## src/rtl/mmcm_ps_pkg.sv

```systemverilog
// Shared types and defaults for the MMCM dynamic phase-shift sequencer.
package mmcm_ps_pkg;

    typedef enum logic [1:0] {
        IDLE,
        ISSUE,
        WAIT_DONE,
        GAP
    } ps_state_t;

    localparam int unsigned PS_DONE_TMO_DEFAULT = 64;

endpackage

```

## src/rtl/ps_step_timer.sv

```systemverilog
// Loadable down-counter with zero flag; time-shared by the GAP wait and the PSDONE timeout.
module ps_step_timer #(
    parameter int unsigned W = 32
) (
    input  logic         clk,
    input  logic         reset_in_n,
    input  logic         load,
    input  logic [W-1:0] load_val,
    input  logic         dec,
    output logic         zero
);

    logic [W-1:0] count;

    always_ff @(posedge clk or negedge reset_in_n) begin
        if (!reset_in_n) begin
            count <= '0;
        end else if (load) begin
            count <= load_val;
        end else if (dec && (count != '0)) begin
            count <= count - W'(1);
        end
    end

    assign zero = (count == '0);

endmodule

```

## src/rtl/mmcm_ps_sequencer.sv

```systemverilog
// Issues one PSEN per requested phase step, paced by PSDONE and an optional idle gap,
// tracking net acknowledged phase and flagging PSDONE timeouts or spurious PSDONE.
module mmcm_ps_sequencer
    import mmcm_ps_pkg::*;
#(
    parameter int unsigned CNT_W    = 32,
    parameter int unsigned GAP_W    = 32,
    parameter int unsigned POS_W    = 32,
    parameter int unsigned DONE_TMO = PS_DONE_TMO_DEFAULT
) (
    input  logic             clk,
    input  logic             reset_in_n,
    input  logic             enable,
    input  logic             mmcm_locked,
    input  logic             cmd_valid,
    input  logic [CNT_W-1:0] cmd_steps,
    input  logic [GAP_W-1:0] cmd_gap,
    output logic             cmd_ready,
    input  logic             abort,
    input  logic             err_clear,
    output logic             psen,
    output logic             psincdec,
    input  logic             psdone,
    output logic             busy,
    output logic             cmd_done,
    output logic             cmd_err,
    output logic [POS_W-1:0] position,
    output logic             timeout_err,
    output logic             spurious_done
);

    // Timer runs through WAIT_DONE cycles psen+1 .. psen+DONE_TMO-1; expiry sits on the last one.
    localparam logic [GAP_W-1:0] TMO_LOAD = GAP_W'(DONE_TMO - 2);

    ps_state_t        state, state_next;
    logic [CNT_W-1:0] rem;
    logic [CNT_W-1:0] cmd_mag;
    logic [GAP_W-1:0] gap;
    logic [GAP_W-1:0] tmr_load_val;
    logic             tmr_load, tmr_dec, tmr_zero;
    logic             accept, step_ack, finish, tmo, done_next, stop_req;

    assign cmd_ready = (state == IDLE) && enable && mmcm_locked;
    assign psen      = (state == ISSUE);
    assign busy      = (state != IDLE);
    assign stop_req  = abort || !mmcm_locked;
    assign cmd_mag   = cmd_steps[CNT_W-1] ? ('0 - cmd_steps) : cmd_steps;

    ps_step_timer #(
        .W (GAP_W)
    ) u_timer (
        .clk        (clk),
        .reset_in_n (reset_in_n),
        .load       (tmr_load),
        .load_val   (tmr_load_val),
        .dec        (tmr_dec),
        .zero       (tmr_zero)
    );

    always_ff @(posedge clk or negedge reset_in_n) begin
        if (!reset_in_n) begin
            state <= IDLE;
        end else begin
            state <= state_next;
        end
    end

    always_comb begin
        state_next   = state;
        accept       = 1'b0;
        step_ack     = 1'b0;
        finish       = 1'b0;
        tmo          = 1'b0;
        tmr_load     = 1'b0;
        tmr_load_val = '0;
        tmr_dec      = 1'b0;
        case (state)
            IDLE: begin
                if (cmd_valid && cmd_ready) begin
                    accept = 1'b1;
                    if (cmd_mag != '0) begin
                        state_next = ISSUE;
                    end
                end
            end
            ISSUE: begin
                tmr_load     = 1'b1;
                tmr_load_val = TMO_LOAD;
                state_next   = WAIT_DONE;
            end
            WAIT_DONE: begin
                // psdone is checked before expiry so a coincident acknowledge still counts
                if (psdone) begin
                    step_ack = 1'b1;
                    if ((rem == CNT_W'(1)) || stop_req) begin
                        finish     = 1'b1;
                        state_next = IDLE;
                    end else if (gap == '0) begin
                        state_next = ISSUE;
                    end else begin
                        tmr_load     = 1'b1;
                        tmr_load_val = gap - GAP_W'(1);
                        state_next   = GAP;
                    end
                end else if (tmr_zero) begin
                    tmo        = 1'b1;
                    finish     = 1'b1;
                    state_next = IDLE;
                end else begin
                    tmr_dec = 1'b1;
                end
            end
            GAP: begin
                if (stop_req) begin
                    finish     = 1'b1;
                    state_next = IDLE;
                end else if (tmr_zero) begin
                    state_next = ISSUE;
                end else begin
                    tmr_dec = 1'b1;
                end
            end
            default: begin
                state_next = IDLE;
            end
        endcase
        done_next = finish || (accept && (cmd_mag == '0));
    end

    always_ff @(posedge clk or negedge reset_in_n) begin
        if (!reset_in_n) begin
            psincdec      <= 1'b0;
            rem           <= '0;
            gap           <= '0;
            position      <= '0;
            cmd_done      <= 1'b0;
            cmd_err       <= 1'b0;
            timeout_err   <= 1'b0;
            spurious_done <= 1'b0;
        end else begin
            cmd_done <= done_next;
            cmd_err  <= tmo;
            if (accept) begin
                rem <= cmd_mag;
                gap <= cmd_gap;
                // A zero-step command leaves the direction line where the last step left it
                if (cmd_mag != '0) begin
                    psincdec <= ~cmd_steps[CNT_W-1];
                end
            end
            if (step_ack) begin
                rem      <= rem - CNT_W'(1);
                position <= psincdec ? (position + POS_W'(1)) : (position - POS_W'(1));
            end
            if (tmo) begin
                timeout_err <= 1'b1;
            end else if (err_clear) begin
                timeout_err <= 1'b0;
            end
            if (psdone && (state != WAIT_DONE)) begin
                spurious_done <= 1'b1;
            end else if (err_clear) begin
                spurious_done <= 1'b0;
            end
        end
    end

endmodule

```

## config.mk

```make
export PLATFORM = sky130hd
export DESIGN_NAME = mmcm_ps_sequencer
export DESIGN_NICKNAME = d
export VERILOG_FILES = /design/src/rtl/mmcm_ps_pkg.sv /design/src/rtl/ps_step_timer.sv /design/src/rtl/mmcm_ps_sequencer.sv
export SDC_FILE = /design/constraint.sdc
export NUM_CORES = 1
export LEC_CHECK = 0
export BUFFER_PORTS_ARGS = -buffer_cell sky130_fd_sc_hd__buf_4
export CORE_MARGIN = 1.5
export CORE_UTILIZATION = 54
export CTS_CLUSTER_DIAMETER = 150
export DETAILED_ROUTE_END_ITERATION = 12
export PLACE_DENSITY_LB_ADDON = 0.05
export SLEW_MARGIN = 30
export SYNTH_ARGS = -nofsm -noshare
export SYNTH_HDL_FRONTEND = slang
export SYNTH_SLANG_ARGS = --single-unit
```

## constraint.sdc

```tcl
create_clock -name clk -period 3.35 [get_ports clk]
set_clock_uncertainty 0.2 [all_clocks]
set_input_delay 0.1675 -clock clk [delete_from_list [all_inputs] [get_ports clk]]
set_output_delay 0.1675 -clock clk [all_outputs]
set_load 0.1 [all_outputs]
```

Yosys cells after proc, flatten, opt, wreduce, memory -nomap -nowiden
Cells that the tools add are included.

Add/sub/neg operators: 6. Eq/ne operators: 9. Muxes and demuxes: 41. Bitwise gates (word level): 1. Reductions and logical operators: 23.

Operators with widths (number): two-way mux 32 bit (9); subtractor 32 x 1 -> 32 bit, second input constant (4); logical NOT 32 bit (3); one-hot mux 32 bit (2 select lines) (1); nonzero test 32 bit (2); adder 32 x 1 -> 32 bit, second input constant (1); == test 32 x 1 -> 1 bit, second input constant (1); subtractor 1 x 32 -> 32 bit, first input constant (1); two-way mux 1 bit (19); two-way mux 2 bit (8); nonzero test 2 bit (5); one-hot mux 2 bit (4 select lines) (1); logical AND 1 bit (6); != test 3 bit, second input constant (2); one-hot mux 1 bit (2 select lines) (3); == test 2 bit, second input constant (2); != test 2 x 1 -> 1 bit, second input constant (2); AND reduction 4 bit (1); logical OR 1 bit (3); == test 2 x 1 -> 1 bit, second input constant (1); logical NOT 2 bit (1); != test 2 bit, second input constant (1); AND reduction 2 bit (1); logical NOT 1 bit (1); NOT 1 bit (1).

Register bits: 135. Input port bits: 72. Word-level logic and storage cells: 90.

Longest topological paths before layout
Depth after elaboration: 8. Gate-level depth with buffers: 13. Depth with buffers taken out: 11.

Modules after synthesis
Synthesis repeated with hierarchy kept, for this count alone.

Cell total of the unflattened synthesis: 1253. Area, all modules: 10037.1 sq um.

Modules (own cells, without submodules): mmcm_ps_sequencer (times used 1, cells an instance 1010, area an instance 7978.9 sq um, sequential area each 2577.5 sq um); ps_step_timer (times used 1, cells an instance 243, area an instance 2058.2 sq um, sequential area each 800.8 sq um).

Worst setup path before layout
No wires, ideal clock.

Kind: register -> register. Start: register psincdec. End: register position[30]. Library setup time: 116 ps. Data arrival time: 4152 ps. Required time: 3034 ps. Path slack: -1118 ps. Cell stages (with the launch flop): 12. Path buffers: 0. Clock period less this slack: 4468 ps. Path through: dfrtp_1 -> inv_1 -> fa_1 -> a21oi_1 -> o211ai_1 -> a311oi_1 -> o221ai_1 -> o221ai_1 -> nor3_1 -> o31ai_1 -> nand4b_1 -> o311ai_0.

Cells in the longest elaborated chain, start to end: 1.

Ends and longest elaborated chain: start: declaration (RTL line mmcm_ps_sequencer.sv:22) `output logic psincdec,`; start signal: assignment (RTL line mmcm_ps_sequencer.sv:148) `psincdec <= ~cmd_steps[CNT_W-1];`; two-way mux 32 bit (RTL line mmcm_ps_sequencer.sv:153) `position <= psincdec ? (position + POS_W'(1)) : (position - POS_W'(1));`; end signal: assignment (RTL line mmcm_ps_sequencer.sv:153); end: declaration (RTL line mmcm_ps_sequencer.sv:27) `output logic [POS_W-1:0] position,`.

No other way between the ends. A chain may end at the register's enable or synchronous reset.

Worst setup path after layout
Start: input cmd_steps[15]. End: register state[1].

Cells in the longest elaborated chain, start to end: 5.

Ends and longest elaborated chain: start: declaration (RTL line mmcm_ps_sequencer.sv:16) `input logic [CNT_W-1:0] cmd_steps,`; subtractor 1 x 32 -> 32 bit (RTL line mmcm_ps_sequencer.sv:47) `assign cmd_mag = cmd_steps[CNT_W-1] ? ('0 - cmd_steps) : cmd_steps;`; two-way mux 32 bit * (RTL line mmcm_ps_sequencer.sv:47); nonzero test 32 bit * (RTL line mmcm_ps_sequencer.sv:81) `if (cmd_mag != '0) begin`; != test 2 x 1 -> 1 bit (no source line) *; AND reduction 4 bit (no source line) *; end signal: assignment (RTL line mmcm_ps_sequencer.sv:64) `state <= state_next;`; end: declaration (RTL line mmcm_ps_sequencer.sv:35) `ps_state_t state, state_next;`.

Mark *: on every way between the ends. The rest lies on a longest branch, timed or not.

==> results.toml <==
[run_status]
status = "completed"

[routing]
routed_wl_um = 26400
first_iter_violations = 754
routed_via_density = 5.91
firstDrtPassIters = 5
drcViolationCount = 0
postRouteAntennaNets = 0
avgRoutedWirePerCell_um = 16.1
vias = 9639

[critical_path]
r2r_end = "u_timer.count[25]"
worstPathRequired_ns = 3.45
cp-start-kind = "input port"
r2r_slack_ns = 0.13
end_kind = "flop"
rr_startpoint = "gap[6]"
arrival_ns = 3.36
crit_type = "input port to flop"
endpoint = "state[1]"
critical_path_peak_fanout = 5
reg2reg_depth = 10
crit_path_start = "cmd_steps[15]"

[synth]
syn_inst = 1185
synth_seq_cells = 135
synth_top_family_by_area = "simple AND/OR/NAND/NOR gates"
synth_top_area_share_pct = 35.3
synth_compound_area_share_pct = 22.3
synthArstFlopShare_pct = 100
yosys_warnings = 0
synth_edf_count = 0
synth_area_um2 = 9580
synthAdderAreaFrac_pct = 5.43
syn_avg_cell_area_um2 = 8.08
synth-main-ff-cell = "dfrtp_1"
synth_xor_area_share_pct = 7.59
ys_types = 77
yosys.area_share.simple_pct = 26.3
synth.largest_area_cell = "dfrtp_1"
synth_area_leaders = "dfrtp_1 (35%), nand2_1 (8.0%), nor2_1 (5.3%)"
synth_mux_area_share_pct = 0.444
seq_area_frac_synth_pct = 35.3
syn-num-nets = 1298

[place]
gp_congestion = 0.897
io_buffer_count = 111
hpwl_um = 18600
place_ws_ns = -0.0684

[sta]
fin_crit_ns = 3.26
worst_pin_slew_ns = 0.766
finalCritPeriodShare_pct = 97.2
timing.fmax_ghz = 0.307
finalMaxSlewViolations = 0
whs_ns = 0.00747
rsz0062_at_grt = "true"
max_slew_margin_pct = 48.7
setup_ws_ns = 0.0943
setup_viol_count_final = 0
finalHoldViolCount = 0

[clock_network]
clockRootBuffer = "clkbuf_16"
cts_buffers = 17
clock-sinks = 135
cts_tree = "done"
cts_buffer_depth = 2
path_clk_slew_ns = 0.06
htree_levels = 4
clkLatencyLatePin_ns = 0.43

[cells_and_area]
nets = 1507
final_cell_mix = "nand2_1 (203), buf_4 (173), dfrtp_1 (134)"
insertedDiodeCount = 0
layout-drive-gt1-share_pct = 18.4
area_growth_syn_to_layout_pct = 28.7
final_common_cell = "nand2_1"

[floorplan]
io-pin-count = 112
die_w_um = 136
die_h_um = 136
core_um2 = 17300
rows = 48
fp.dieArea_um2 = 18500
initial_core_util_pct = 55.4

[pwr]
peakVddDrop_v = 0.000900
pwr_density_cell_nw_per_um2 = 1010
totalPowerFinal_mw = 12.4
p_sw_share_pct = 50.8
p_sw_mw = 6.32
combinationalPowerShare_pct = 61.0
p_int_mw = 6.12
seq_power_share_pct = 24.3
pwr-share-clk_pct = 14.7
cellLeakagePower_nw = 5.43

[job]
max_cap_viol_count = 0

[global_route]
grt_max_degree = 82
grt_overflow_total = 0
use_met2_pct = 46.8
grt_pass1_vias = 8990
grt_pass1_wl_um = 43700
gr-usage-met3_pct = 3.54
grt_antenna_before_repair = 0
gr-max-usage-layer = "met2"
met1_usage_pct = 41.6
grt_use_total_pct = 29.3

[hold_path]
hold_class = "input port to flop"
hold_depth = 4
==> cell type report <==
cell class / instances / area, µm²
clock buffers: 19 / 453
clock inverters: 13 / 121
fillers: 1373 / 4970
inverters: 21 / 82.6
multi-input cells: 985 / 6100
flip-flops and latches: 135 / 3380
well taps: 225 / 282
repair buffers: 233 / 1900
repair inverters: 1 / 5.00
==> layer usage <==
layer,up-vias,part of all wire (%)
li1,4738,-
met1,4607,48
met2,264,46
met3,30,4.8
met4,0,1.6
met5,-,0
==> synth_stat cells (12+ instances only) <==
cell type / instances
nor4_1: 20
o21ai_0: 77
o22a_1: 20
a21oi_1: 63
o21a_1: 16
nand3_1: 18
xor2_1: 33
and2_1: 14
inv_1: 20
nor3_1: 46
dfrtp_1: 135
a31oi_1: 25
clkbuf_1: 36
nand2_1: 204
a211oi_1: 12
xnor2_1: 50
or3_1: 12
o22ai_1: 14
ha_1: 40
nor2_1: 134
a21o_1: 22
==> state kept, by name, indices dropped and copies added, names as in the netlist <==
register       count
rem               32
state              2
psincdec           1
gap               32
cmd_err            1
timeout_err        1
cmd_done           1
position          32
u_timer.count     32
spurious_done      1
==> worst min path at each step <==
stage	startpoint	end	slack, ns
final	cmd_steps[19]	rem[19]	0.007
after global placement	reset_in_n	u_timer.count[19]	0.07
after floorplan	reset_in_n	cmd_done	-0.33
after detailed placement	reset_in_n	u_timer.count[19]	0.07
after CTS	cmd_steps[14]	rem[14]	0.002
after global routing	cmd_steps[22]	rem[22]	0.05
==> repair_timing <==
item / CTS / global route
setup buffers: 0 / 5
resized for setup: 2 / 18
setup endpoints to repair: 15 / 26
pin swaps: 0 / 1
hold buffers: 58 / 0
endpoints found under the hold margin: 135 / 0
cloned: 0 / 1
==> logic make-up (layout without fill, tap and decap cells) <==
kind of cell,after synthesis,count (layout)
muxes,4,4
AOI/OAI and AO/OA,325,325
xor gates and xnor gates,83,83
DFF,135,135
adders and majority gates,41,41
and+or+nand+nor,532,532
buffers and inverters,65,287
==> power by group through the flow <==
stage | clock network, mW | logic, mW | registers [mW]
floorplan | 0 | 4.17 | 4.35
global placement | 0 | 7.28 | 2.98
detailed placement | 0 | 7.37 | 3.01
CTS | 1.85 | 7.48 | 2.99
global route | 1.92 | 8.30 | 3.12
finish | 1.83 | 7.59 | 3.02
==> worst max-delay path: stages <==
cell and delay [ns]:
dlygate4sd3_1 0.54, buf_4 0.16, or3_4 0.36, or3_1 0.33, or3_4 0.36, o21ai_2 0.16
xnor2_1 0.11, or4_4 0.53, nor4_4 0.25, buf_4 0.18, o41ai_1 0.08, o41a_2 0.13
==> metrics by stage <==
| stage | util [%] | cells | cell area [µm²] | setup TNS [ns] |
|---|---|---|---|---|
| CTS | 70.5 | 1626 | 12200 | 0 |
| detailed placement | 63.7 | 1536 | 11000 | -0.163 |
| finish | 71.3 | 1632 | 12300 | 0 |
| global route | 71.3 | 1632 | 12300 | -0.0511 |
| global placement | 63.7 | 1536 | 11000 | -0.0447 |
| floorplan | - | 1185 | 9630 | -1.64 |
Note: power is estimated with default switching activity, not from simulation.
